**config.mk**
```make
export PLATFORM = sky130hd
export DESIGN_NAME = id_ex_stage
export DESIGN_NICKNAME = d
export VERILOG_FILES = /design/src/rtl/rv_pkg.sv /design/src/rtl/imm_gen.sv /design/src/rtl/id_ex_stage.sv
export SDC_FILE = /design/constraint.sdc
export NUM_CORES = 1
export LEC_CHECK = 0
export ABC_AREA = 1
export BUFFER_PORTS_ARGS = -buffer_cell sky130_fd_sc_hd__buf_4
export CAP_MARGIN = 20
export CORE_AREA = 2 2 150 152
export CTS_CLUSTER_DIAMETER = 100
export CTS_CLUSTER_SIZE = 25
export DETAILED_ROUTE_END_ITERATION = 8
export DIE_AREA = 0 0 152 154
export PLACE_DENSITY = 0.86
export SLEW_MARGIN = 20
export SYNTH_ARGS = -nofsm -noshare
export SYNTH_HDL_FRONTEND = slang
export SYNTH_SLANG_ARGS = --single-unit
```
**constraint.sdc**
```tcl
create_clock -name clk -period 2.09 [get_ports clk]
set_input_delay 0.3135 -clock clk [delete_from_list [all_inputs] [get_ports clk]]
set_output_delay 0.3135 -clock clk [all_outputs]
set_load 0.05 [all_outputs]
```
**src/rtl/rv_pkg.sv**
```systemverilog
// rv_pkg: RV32I opcodes and instruction format encoding shared by the decode slice
package rv_pkg;
  localparam logic [6:0] OP_LOAD   = 7'b0000011;
  localparam logic [6:0] OP_IMM    = 7'b0010011;
  localparam logic [6:0] OP_STORE  = 7'b0100011;
  localparam logic [6:0] OP_BRANCH = 7'b1100011;
  localparam logic [6:0] OP_LUI    = 7'b0110111;
  localparam logic [6:0] OP_AUIPC  = 7'b0010111;
  localparam logic [6:0] OP_JAL    = 7'b1101111;
  localparam logic [6:0] OP_JALR   = 7'b1100111;
  localparam logic [6:0] OP_REG    = 7'b0110011;
  localparam logic [6:0] OP_SYSTEM = 7'b1110011;
  typedef enum logic [2:0] {FMT_R, FMT_I, FMT_S, FMT_B, FMT_U, FMT_J, FMT_X} fmt_e;
endpackage

```
**src/rtl/imm_gen.sv**
```systemverilog
// imm_gen: classifies an instruction into its format and builds the 32-bit immediate
module imm_gen
  import rv_pkg::*;
(
  input  logic [31:0] insn,
  output fmt_e        fmt,
  output logic [31:0] imm,
  output logic        rs1_used,
  output logic        rs2_used,
  output logic        rd_used
);
  // every legal opcode ends in 2'b11, so a bad low pair falls through to FMT_X
  always_comb begin
    fmt = FMT_X;
    case (insn[6:0])
      OP_LOAD, OP_IMM, OP_JALR, OP_SYSTEM: fmt = FMT_I;
      OP_STORE:                            fmt = FMT_S;
      OP_BRANCH:                           fmt = FMT_B;
      OP_LUI, OP_AUIPC:                    fmt = FMT_U;
      OP_JAL:                              fmt = FMT_J;
      OP_REG:                              fmt = FMT_R;
      default:                             fmt = FMT_X;
    endcase
  end
  always_comb begin
    imm = fmt == FMT_I ? {{20{insn[31]}}, insn[31:20]} :
          fmt == FMT_S ? {{20{insn[31]}}, insn[31:25], insn[11:7]} :
          fmt == FMT_B ? {{19{insn[31]}}, insn[31], insn[7], insn[30:25], insn[11:8], 1'b0} :
          fmt == FMT_U ? {insn[31:12], 12'b0} :
          fmt == FMT_J ? {{11{insn[31]}}, insn[31], insn[19:12], insn[20], insn[30:21], 1'b0} :
          32'b0;
  end
  assign rs1_used = fmt inside {FMT_R, FMT_I, FMT_S, FMT_B};
  assign rs2_used = fmt inside {FMT_R, FMT_S, FMT_B};
  assign rd_used  = fmt inside {FMT_R, FMT_I, FMT_U, FMT_J};
endmodule

```
**src/rtl/id_ex_stage.sv**
```systemverilog
// id_ex_stage: RV32I decode with writeback bypass, load-use stall and the ID/EX register
module id_ex_stage
  import rv_pkg::*;
#(
  parameter int          XLEN     = 32,
  parameter logic [31:0] NOP_INSN = 32'h00000013
) (
  input  logic            clk,
  input  logic            rst,
  input  logic            if_valid,
  output logic            if_ready,
  input  logic [XLEN-1:0] if_pc,
  input  logic [31:0]     instruction,
  input  logic [XLEN-1:0] rs1data,
  input  logic [XLEN-1:0] rs2data,
  input  logic            wb_wen,
  input  logic [4:0]      wb_waddr,
  input  logic [XLEN-1:0] wb_wdata,
  input  logic            flush,
  input  logic            ex_ready,
  output logic            ex_valid,
  output logic [XLEN-1:0] ex_pc,
  output logic [31:0]     ex_insn,
  output logic [XLEN-1:0] ex_rs1data,
  output logic [XLEN-1:0] ex_rs2data,
  output logic [XLEN-1:0] ex_imm,
  output logic [4:0]      ex_rd,
  output logic [4:0]      ex_rs1,
  output logic [4:0]      ex_rs2,
  output logic            ex_reg_wen,
  output logic            ex_is_load,
  output logic            ex_illegal
);
  fmt_e            fmt;
  logic [31:0]     imm;
  logic            rs1_used, rs2_used, rd_used, adv, luh, take;
  logic [4:0]      rs1, rs2, rd;
  logic            valid_q, valid_d, reg_wen_q, reg_wen_d, is_load_q, is_load_d, illegal_q, illegal_d;
  logic [XLEN-1:0] pc_q, pc_d, op1_q, op1_d, op2_q, op2_d, imm_q, imm_d;
  logic [31:0]     insn_q, insn_d;
  logic [4:0]      rd_q, rd_d, rs1_q, rs1_d, rs2_q, rs2_d;
  imm_gen u_imm_gen (
    .insn     (instruction),
    .fmt      (fmt),
    .imm      (imm),
    .rs1_used (rs1_used),
    .rs2_used (rs2_used),
    .rd_used  (rd_used)
  );
  // unused register fields are forced to 0 so they can never match a hazard or bypass
  assign rs1  = rs1_used ? instruction[19:15] : 5'd0;
  assign rs2  = rs2_used ? instruction[24:20] : 5'd0;
  assign rd   = rd_used  ? instruction[11:7]  : 5'd0;
  assign adv  = !valid_q || ex_ready;
  assign luh  = valid_q && is_load_q && rd_q != 5'd0 && if_valid &&
                ((rs1_used && rd_q == rs1) || (rs2_used && rd_q == rs2));
  assign take = if_valid && !luh;
  assign if_ready = flush || (adv && !luh);
  always_comb begin
    valid_d   = take;
    pc_d      = take ? if_pc : '0;
    insn_d    = take ? instruction : NOP_INSN;
    op1_d     = !take || rs1 == 5'd0 ? '0 : (wb_wen && wb_waddr == rs1) ? wb_wdata : rs1data;
    op2_d     = !take || rs2 == 5'd0 ? '0 : (wb_wen && wb_waddr == rs2) ? wb_wdata : rs2data;
    imm_d     = take ? XLEN'($signed(imm)) : '0;
    rd_d      = take ? rd : 5'd0;
    rs1_d     = take ? rs1 : 5'd0;
    rs2_d     = take ? rs2 : 5'd0;
    reg_wen_d = take && rd != 5'd0;
    is_load_d = take && instruction[6:0] == OP_LOAD;
    illegal_d = take && fmt == FMT_X;
  end
  always_ff @(posedge clk) begin
    if (!rst || flush) begin
      valid_q   <= 1'b0;
      pc_q      <= '0;
      insn_q    <= NOP_INSN;
      op1_q     <= '0;
      op2_q     <= '0;
      imm_q     <= '0;
      rd_q      <= 5'd0;
      rs1_q     <= 5'd0;
      rs2_q     <= 5'd0;
      reg_wen_q <= 1'b0;
      is_load_q <= 1'b0;
      illegal_q <= 1'b0;
    end else if (adv) begin
      valid_q   <= valid_d;
      pc_q      <= pc_d;
      insn_q    <= insn_d;
      op1_q     <= op1_d;
      op2_q     <= op2_d;
      imm_q     <= imm_d;
      rd_q      <= rd_d;
      rs1_q     <= rs1_d;
      rs2_q     <= rs2_d;
      reg_wen_q <= reg_wen_d;
      is_load_q <= is_load_d;
      illegal_q <= illegal_d;
    end
  end
  assign ex_valid   = valid_q;
  assign ex_pc      = pc_q;
  assign ex_insn    = insn_q;
  assign ex_rs1data = op1_q;
  assign ex_rs2data = op2_q;
  assign ex_imm     = imm_q;
  assign ex_rd      = rd_q;
  assign ex_rs1     = rs1_q;
  assign ex_rs2     = rs2_q;
  assign ex_reg_wen = reg_wen_q;
  assign ex_is_load = is_load_q;
  assign ex_illegal = illegal_q;
endmodule

```
==> impl_metrics.json, run 1 <==
{
  "status": "finished with violations",
  "violations": "negative setup slack",
  "drc": 0,
  "worstPathRequired_ns": 2.45,
  "synth_cells": 1484,
  "dp.cells": 2076,
  "grt_pass1_wl_mm": 57.8,
  "post_drt_wl_per_cell_um": 17.6,
  "synth_cell_types": 33,
  "yosysWarnings": 0,
  "synth_seq_cells": 179,
  "numPortBuffers": 350,
  "critPathMaxFanout": 6,
  "cp.arrival_ns": 2.46,
  "grt-ovfl-total": 0,
  "rows": 54,
  "ys.flop_type": "dfxtp_1",
  "r2r-end": "ex_rs1data[26]",
  "final.min_clock_period_ns": 2.09,
  "cts_root_buf": "clkbuf_16",
  "max_stage_delay_ns": 0.21,
  "tns_ns": -0.00328,
  "initial_core_util_pct": 44.4,
  "syn_area_um2": 9630,
  "r2r_start": "ex_rd[4]",
  "ios": 351,
  "clk_pin_slew_worst_paths_ns": 0.07,
  "hold_viol": 0,
  "antenna_left": 0,
  "layout-drive-gt1-share_pct": 29.4,
  "cts_htree_levels": 4,
  "cp_slowest_cell": "clkbuf_16",
  "grt_max_degree": 144,
  "power.leakage_nw": 6.81,
  "crit_path_cell_trace": "buf_4 > inv_2 > nand2_2 > nor2_4 > nand3_2 > nand3_4 > buf_6 > buf_4 > nand2_2 > nand2_2 > nand2_1 > nor2_2 > buf_6 > nand3_4 > clkbuf_16 > nand2_1 > nand2_1 > nor2_1 > nor2_1 > nor2_1",
  "max-cap-violations": 0,
  "cts_tree": "built",
  "dp_hpwl_mm": 26.8,
  "clock_path_buffers": 2,
  "antenna_found_initial": 0,
  "mostFrequentLayoutCell": "buf_4",
  "final_cell_mix": "424 x buf_4, 337 x nand2_1, 212 x nand4_1, 174 x dfxtp_1, 165 x inv_1",
  "place_congestion": 1.03,
  "numCtsBuffers": 17,
  "power_w": 0.00818,
  "reg2reg_setup_slack_ns": 0.17,
  "core_area_um2": 21700,
  "track_usage_pct": 30.2,
  "fin_nets": 2003,
  "avgViaCountPerCell": 5.56,
  "syn_nets": 1655,
  "layout.cells.non_filler": 2125,
  "diodes": 0,
  "dieArea_um2": 23400,
  "fmax_ghz": 0.478,
  "cts_sinks": 179,
  "setup_viol": 1,
  "finalMaxSlewViolations": 0,
  "min_path_cells": 3,
  "grt_pass1_vias": 11200,
  "first_pass_iters": 6,
  "dp_slack_ns": -0.225,
  "p_per_area_nw_per_um2": 588,
  "hold_start": "instruction[0]",
  "min_period_over_period_pct": 100,
  "postSynthAreaPerCell_um2": 6.49,
  "async_flop_share_pct": 0,
  "rsz0062_at_grt": "yes",
  "cp-end-kind": "flip-flop",
  "area_growth_pct": 44.6,
  "fin_ws_ns": -0.00328,
  "fp.dieW_um": 152,
  "reg2reg_depth": 15,
  "slew_headroom_pct": 50.6,
  "synth_edf_count": 0,
  "fin_skew_ns": 0.0114,
  "hold_end": "ex_insn[0]",
  "tightest_slew_ns": 0.741,
  "hold_path.class": "in -> reg",
  "die_y_um": 154,
  "worstSkewPairLatency_ns": 0.43,
  "wirelength_mm": 37.4,
  "crit_type": "in -> reg",
  "fillCellCount": 1905,
  "critPathLaunchType": "primary input",
  "dpl_cell_area_um2": 13100,
  "final_cell_area_um2": 13900,
  "peakVddDrop_mv": 0.509,
  "yosysSeqAreaShare_pct": 37.2,
  "first_iter_violations": 1045,
  "num_vias": 11800
}
## flip-flops by register name, indices dropped and copies added, names as in the netlist
name	flops
ex_illegal	1
ex_rs2	5
ex_imm	32
ex_pc	32
ex_rs2data	32
ex_valid	1
ex_rs1data	32
ex_reg_wen	1
ex_rd	5
ex_is_load	1
ex_insn	32
ex_rs1	5
## where the power goes
group | leakage, nW | internal (W) | switching, W
sequential | 1.45 | 0.00347 | 0.0000369
clock | 0.276 | 0.00164 | 0.00154
combinational | 5.08 | 0.000583 | 0.000907
## routing by layer
layer  global-route usage (%)  up-vias  part of all wire, %
met5                        0        -                    0
met4                     15.4        0                  4.9
met3                     7.24      112                  8.8
met2                     52.1      623                   49
met1                     35.0     5449                   38
li1                         -     5633                    -
## layout make-up
type	count	area [um2]	share of cell area (%)
clock buffers	20	457	3.28
clock inverters	12	113	0.809
inverters	175	664	4.77
multi-input cells	1000	4900	35.2
flip-flops and latches	179	3590	25.8
well taps	280	350	2.52
repair buffers	459	3840	27.6
## worst max path at each step
stage,from,to,slack (ns),depth (start not counted)
2_1_floorplan,instruction[3],if_ready,0.001,14
3_3_place_gp,instruction[1],ex_pc[0],-0.20,15
3_5_place_dp,instruction[3],ex_rs1data[25],-0.22,18
4_1_cts,ex_rd[4],if_ready,0.004,12
5_1_grt,instruction[2],ex_rs1data[7],-0.15,20
6_report,instruction[2],ex_rs1data[4],-0.003,20
## synthesized netlist by cell type, drive strengths merged, types with 3 or more instances
master,n,area [um2]
a21oi,165,837
a41oi,7,61.3
buf,54,305
clkbuf,76,285
dfxtp,179,3580
inv,174,653
nand2,355,1340
nand3,16,110
nand4,212,1330
nor2,139,539
nor3,4,20.0
o21ai,89,457
xor2,3,26.3
## worst max-delay path, delay by kind of cell
| kind | cells | cell delay [ns] |
|---|---|---|
| buffers and inverters | 6 | 0.78 |
| AND/OR/NAND/NOR | 14 | 1.34 |
## logic make-up (layout without fill, tap and decap cells)
kind of cell,after synthesis,after routing,synth area share [%]
compound gates,268,268,14.6
xor+xnor,5,5,0.455
buf+inv,305,666,13.0
simple gates,727,727,34.7
flops,179,179,37.2
## repair_timing
action	in CTS	in global routing
pin swaps	5	49
setup endpoints to repair	1	35
gates cloned	0	4
resized for setup	11	26
endpoints found under the hold margin	0	0
hold buffers	0	0
setup buffers	9	4
## through the flow
step           hold slack (ns)  utilization (%)
2_1_floorplan            0.465                -
3_3_place_gp             0.453             60.3
3_5_place_dp             0.456             60.3
4_1_cts                  0.134             63.3
5_1_grt                  0.165             64.2
6_report                 0.174             64.2
Power figures use the tool's default switching activity.
==> run 2, diff against run 1 <==
--- a/config.mk
+++ b/config.mk
@@ -14,6 +14,7 @@
 export DETAILED_ROUTE_END_ITERATION = 8
 export DIE_AREA = 0 0 152 154
 export PLACE_DENSITY = 0.86
+export RECOVER_POWER = 100
 export SLEW_MARGIN = 20
 export SYNTH_ARGS = -nofsm -noshare
 export SYNTH_HDL_FRONTEND = slang
==> impl_metrics.json, run 2 (synthesis results as in run 1) <==
{
  "drc": 0,
  "status": "finished with violations",
  "dpl_cell_area_um2": 13100,
  "final_cell_area_um2": 13300,
  "hold_viol": 0,
  "fin_nets": 2003,
  "grt_pass1_wl_mm": 57.8,
  "violations": "negative setup slack",
  "avgViaCountPerCell": 5.59,
  "core_area_um2": 21700,
  "finalCoreUtilization_pct": 61.1,
  "cp.arrival_ns": 2.47,
  "fin_ws_ns": -0.0152,
  "cp-end-kind": "flip-flop",
  "die_y_um": 154,
  "worstPathRequired_ns": 2.45,
  "worstSkewPairLatency_ns": 0.43,
  "final_cell_mix": "337 x nand2_1, 247 x buf_4, 212 x nand4_1, 178 x clkbuf_1, 174 x dfxtp_1",
  "place_congestion": 1.03,
  "crit_type": "in -> reg",
  "first_iter_violations": 1049,
  "first_pass_iters": 6,
  "num_vias": 11900,
  "mostFrequentLayoutCell": "nand2_1",
  "clock_path_buffers": 2,
  "tightest_slew_ns": 0.746,
  "dieArea_um2": 23400,
  "area_growth_pct": 37.7,
  "fin_skew_ns": 0.0119,
  "rsz0062_at_grt": "yes",
  "antenna_found_initial": 0,
  "layout-drive-gt1-share_pct": 19.8,
  "hold_path.class": "in -> reg",
  "track_usage_pct": 30.2,
  "ios": 351,
  "p_per_area_nw_per_um2": 613,
  "rows": 54,
  "cts_tree": "built",
  "slew_headroom_pct": 50.3,
  "fp.dieW_um": 152,
  "min_period_over_period_pct": 101,
  "finalMaxSlewViolations": 0,
  "power_w": 0.00813,
  "fmax_ghz": 0.475,
  "min_path_cells": 3,
  "power.leakage_nw": 6.06,
  "diodes": 0,
  "critPathMaxFanout": 6,
  "post_drt_wl_per_cell_um": 17.6,
  "fillCellCount": 2061,
  "cts_sinks": 179,
  "cts_root_buf": "clkbuf_16",
  "numPortBuffers": 350,
  "numCtsBuffers": 17,
  "grt-ovfl-total": 0,
  "dp_slack_ns": -0.225,
  "antenna_left": 0,
  "dp_hpwl_mm": 26.8,
  "max-cap-violations": 0,
  "critPathLaunchType": "primary input",
  "grt_pass1_vias": 11200,
  "final.min_clock_period_ns": 2.11,
  "wirelength_mm": 37.5,
  "grt_max_degree": 144,
  "peakVddDrop_mv": 0.508,
  "reg2reg_depth": 15,
  "initial_core_util_pct": 44.4,
  "clk_pin_slew_worst_paths_ns": 0.07,
  "setup_viol": 1,
  "cts_htree_levels": 4
}
## run 2: changes by cell type in the layout (fill, tap and decap cells not counted)
cell / before / now
clkbuf_1: 1 / 178
buf_4: 424 / 247
## run 2: power breakdown
part	switching (W)	internal, W
Clock	0.00155	0.00164
Combinational	0.000907	0.000531
Sequential	0.0000353	0.00347
Total	0.00249	0.00564
## run 2: final timing paths
check | startpoint | to | slack (ns)
max | instruction[2] | ex_rs1data[4] | -0.02
max reg2reg | ex_rd[4] | ex_rs1data[26] | 0.18
min | instruction[0] | ex_insn[0] | 0.17
min reg2reg | ex_pc[13] | ex_pc[13] | 0.47
## run 2: stage by stage
step / cells / hold slack (ns) / TNS (ns)
6_report: 2125 / 0.174 / -0.0152
5_1_grt: 2125 / 0.165 / -3.64
3_3_place_gp: 2076 / 0.453 / -18.75
4_1_cts: 2117 / 0.134 / 0
3_5_place_dp: 2076 / 0.456 / -23.77
2_1_floorplan: 1484 / 0.465 / 0
## run 2: repair_timing
action | 4_1_cts | 5_1_grt
gates cloned | 0 | 4
endpoints found under the setup margin | 1 | 35
resized for setup | 11 | 26
hold buffers | 0 | 0
pin swaps | 5 | 49
setup buffers | 9 | 4
## run 2: per-layer routing
metal  share of wire [%]  vias up  routed length [um]  GRT usage, %
met5                   0        -                   0             0
met4                 4.9        0                1820          15.4
met3                 8.7      115                3250          7.24
met2                  49      648               18300          52.1
met1                  38     5487               14100          35.0
li1                    -     5634                   -             -
## run 2: worst max-delay path: stages
cell       delay, ns
buf_4           0.14
inv_2           0.05
nand2_2         0.06
nor2_4          0.17
nand3_2         0.13
nand3_4         0.17
buf_6           0.13
buf_4           0.12
nand2_2         0.07
nand2_2         0.05
nand2_1         0.06
nor2_2          0.13
buf_6           0.14
nand3_4         0.15
clkbuf_16       0.21
nand2_1         0.05
nand2_1         0.04
nor2_1          0.11
nor2_1          0.05
nor2_1          0.12
## run 2: final cells by class
type | instances | area (um2) | share of cell area (%)
multi-input combinational | 1000 | 4900 | 37.0
timing repair buffer | 459 | 3170 | 23.9
clock buffer | 20 | 457 | 3.45
inverter | 175 | 664 | 5.01
tap | 280 | 350 | 2.64
clock inverter | 12 | 113 | 0.850
sequential | 179 | 3590 | 27.1
==> run 3, diff against run 2 <==
--- a/config.mk
+++ b/config.mk
@@ -8,12 +8,13 @@
 export ABC_AREA = 1
 export BUFFER_PORTS_ARGS = -buffer_cell sky130_fd_sc_hd__buf_4
 export CAP_MARGIN = 20
-export CORE_AREA = 2 2 150 152
+export CORE_AREA = 2 2 147 149
+export CTS_BUF_LIST = sky130_fd_sc_hd__clkbuf_4 sky130_fd_sc_hd__clkbuf_8
 export CTS_CLUSTER_DIAMETER = 100
 export CTS_CLUSTER_SIZE = 25
 export DETAILED_ROUTE_END_ITERATION = 8
-export DIE_AREA = 0 0 152 154
-export PLACE_DENSITY = 0.86
+export DIE_AREA = 0 0 149 151
+export PLACE_DENSITY = 0.88
 export RECOVER_POWER = 100
 export SLEW_MARGIN = 20
 export SYNTH_ARGS = -nofsm -noshare
==> impl_metrics.json, run 3 (synthesis results as in run 1) <==
{
  "worstPathRequired_ns": 1.78,
  "status": "finished with violations",
  "dpl_cell_area_um2": 13000,
  "place_congestion": 1.00,
  "min_period_over_period_pct": 107,
  "first_pass_iters": 5,
  "setup_viol": 8,
  "power.leakage_nw": 5.83,
  "grt_pass1_vias": 10600,
  "hold_start": "instruction[0]",
  "drc": 0,
  "avgViaCountPerCell": 5.53,
  "peakVddDrop_mv": 0.342,
  "clk_pin_slew_worst_paths_ns": 0.10,
  "ctsHoldBuffers": 0,
  "hold_end": "ex_insn[0]",
  "reg2reg_setup_slack_ns": 0.01,
  "fin_nets": 1985,
  "crit_type": "reg -> out",
  "fmax_ghz": 0.448,
  "dp_hpwl_mm": 26.0,
  "grt_pass1_wl_mm": 54.3,
  "reg2reg_depth": 12,
  "diodes": 0,
  "dieArea_um2": 22500,
  "cp-startpoint": "ex_rd[1]",
  "fin_ws_ns": -0.140,
  "die_y_um": 151,
  "cp-end-kind": "output port",
  "slew_headroom_pct": 33.6,
  "ios": 351,
  "area_growth_pct": 32.5,
  "cp.arrival_ns": 1.92,
  "mostFrequentLayoutCell": "nand2_1",
  "final_cell_area_um2": 12800,
  "r2r-end": "ex_insn[3]",
  "fp.dieW_um": 149,
  "grt_max_degree": 144,
  "min_path_cells": 3,
  "grt-ovfl-total": 0,
  "cts_root_buf": "clkbuf_8",
  "numCtsBuffers": 17,
  "cts_htree_levels": 4,
  "hold_path.class": "in -> reg",
  "rsz0062_at_grt": "yes",
  "critPathLaunchType": "flip-flop",
  "finalCoreUtilization_pct": 61.2,
  "fin_skew_ns": 0.0157,
  "tightest_slew_ns": 0.996,
  "numPortBuffers": 350,
  "r2r_start": "ex_rd[1]",
  "finalMaxSlewViolations": 0,
  "p_per_area_nw_per_um2": 571,
  "antenna_left": 0,
  "post_drt_wl_per_cell_um": 17.2,
  "hold_viol": 0,
  "cts_tree": "built",
  "first_iter_violations": 963,
  "antenna_found_initial": 0,
  "layout-drive-gt1-share_pct": 18.1,
  "final_cell_mix": "347 x nand2_1, 229 x buf_4, 212 x nand4_1, 179 x clkbuf_1, 175 x dfxtp_1",
  "track_usage_pct": 30.2,
  "crit_path_cell_trace": "buf_4 > buf_4 > nor2_1 > nor3_1 > nand4_1 > nand2_2 > nand2_4 > nand2_4 > nand2_4 > buf_8",
  "crit_top_cell": "nand2_4",
  "clock_path_buffers": 2,
  "num_vias": 11600,
  "wirelength_mm": 36.2,
  "initial_core_util_pct": 46.2,
  "cts_sinks": 179,
  "max-cap-violations": 0,
  "cp_slowest_cell": "dfxtp_2",
  "core_area_um2": 20800,
  "violations": "negative setup slack",
  "rows": 53,
  "max_stage_delay_ns": 0.35,
  "critPathMaxFanout": 3,
  "worstSkewPairLatency_ns": 0.47,
  "final.min_clock_period_ns": 2.23
}
[run 3: cell types whose count changed in the layout (fill, tap and decap cells not counted), moves of 5 or more]
| cell | previous run | this run |
|---|---|---|
| buf_12 | 26 | 20 |
| buf_4 | 247 | 229 |
| buf_6 | 6 | 1 |
| clkbuf_16 | 19 | 1 |
| clkbuf_2 | 0 | 5 |
| clkbuf_4 | 0 | 5 |
| clkbuf_8 | 2 | 18 |
| nand2_1 | 337 | 347 |
| nand2_2 | 11 | 4 |
[run 3: power by group]
| part | internal (W) | leakage (nW) | switching [W] |
|---|---|---|---|
| sequential | 0.00347 | 1.45 | 0.0000351 |
| combinational | 0.000499 | 4.19 | 0.000882 |
| clock | 0.000993 | 0.182 | 0.00141 |
| total | 0.00496 | 5.83 | 0.00233 |
[run 3: cell type report]
| cell class | instances | area, um2 |
|---|---|---|
| Clock inverter | 14 | 150 |
| Tap cell | 275 | 344 |
| Multi-Input combinational cell | 1000 | 4850 |
| Fill cell | 2095 | 8070 |
| Sequential cell | 179 | 3590 |
| Timing Repair Buffer | 441 | 2910 |
| Inverter | 175 | 662 |
| Clock buffer | 18 | 241 |
[run 3: repair_timing]
action | CTS | global route
pin swaps | 7 | 5
setup buffers | 2 | 4
cloned | 0 | 2
gates resized for setup | 8 | 5
endpoints found under the setup margin | 1 | 68
[run 3: worst max-delay path by stage]
stage,cells past startpoint,to,slack [ns]
final,10,if_ready,-0.14
after global routing,12,if_ready,-0.24
after CTS,12,if_ready,-0.12
after detailed placement,15,ex_insn[23],-0.19
after global placement,16,ex_rs2data[6],-0.15
after floorplan,14,if_ready,0.001
[run 3: per-layer routing]
layer / share of wire [%] / track usage [%]
met5: 0 / 0
met1: 38 / 36.3
met4: 4.6 / 14.8
met3: 10 / 6.36
met2: 48 / 51.5
[run 3: stage by stage]
| step | TNS, ns | total power [W] | instances | setup slack (ns) | hold WS (ns) |
|---|---|---|---|---|---|
| 6_report | -0.234 | 0.00729 | 2102 | -0.140 | 0.112 |
| 5_1_grt | -10.54 | 0.00755 | 2102 | -0.235 | 0.101 |
| 4_1_cts | -0.124 | 0.00735 | 2096 | -0.124 | 0.0875 |
| 3_5_place_dp | -20.48 | 0.00499 | 2062 | -0.193 | 0.457 |
| 3_3_place_gp | -12.03 | 0.00497 | 2062 | -0.149 | 0.453 |
| 2_1_floorplan | 0 | 0.00434 | 1484 | 0.00146 | 0.465 |
[run 3: worst max-delay path: cells and delay by family, from the launching register on]
kind | cells | cell delay [ns]
flip-flops | 1 | 0.35
AND/OR/NAND/NOR | 7 | 0.74
buffers and inverters | 3 | 0.38
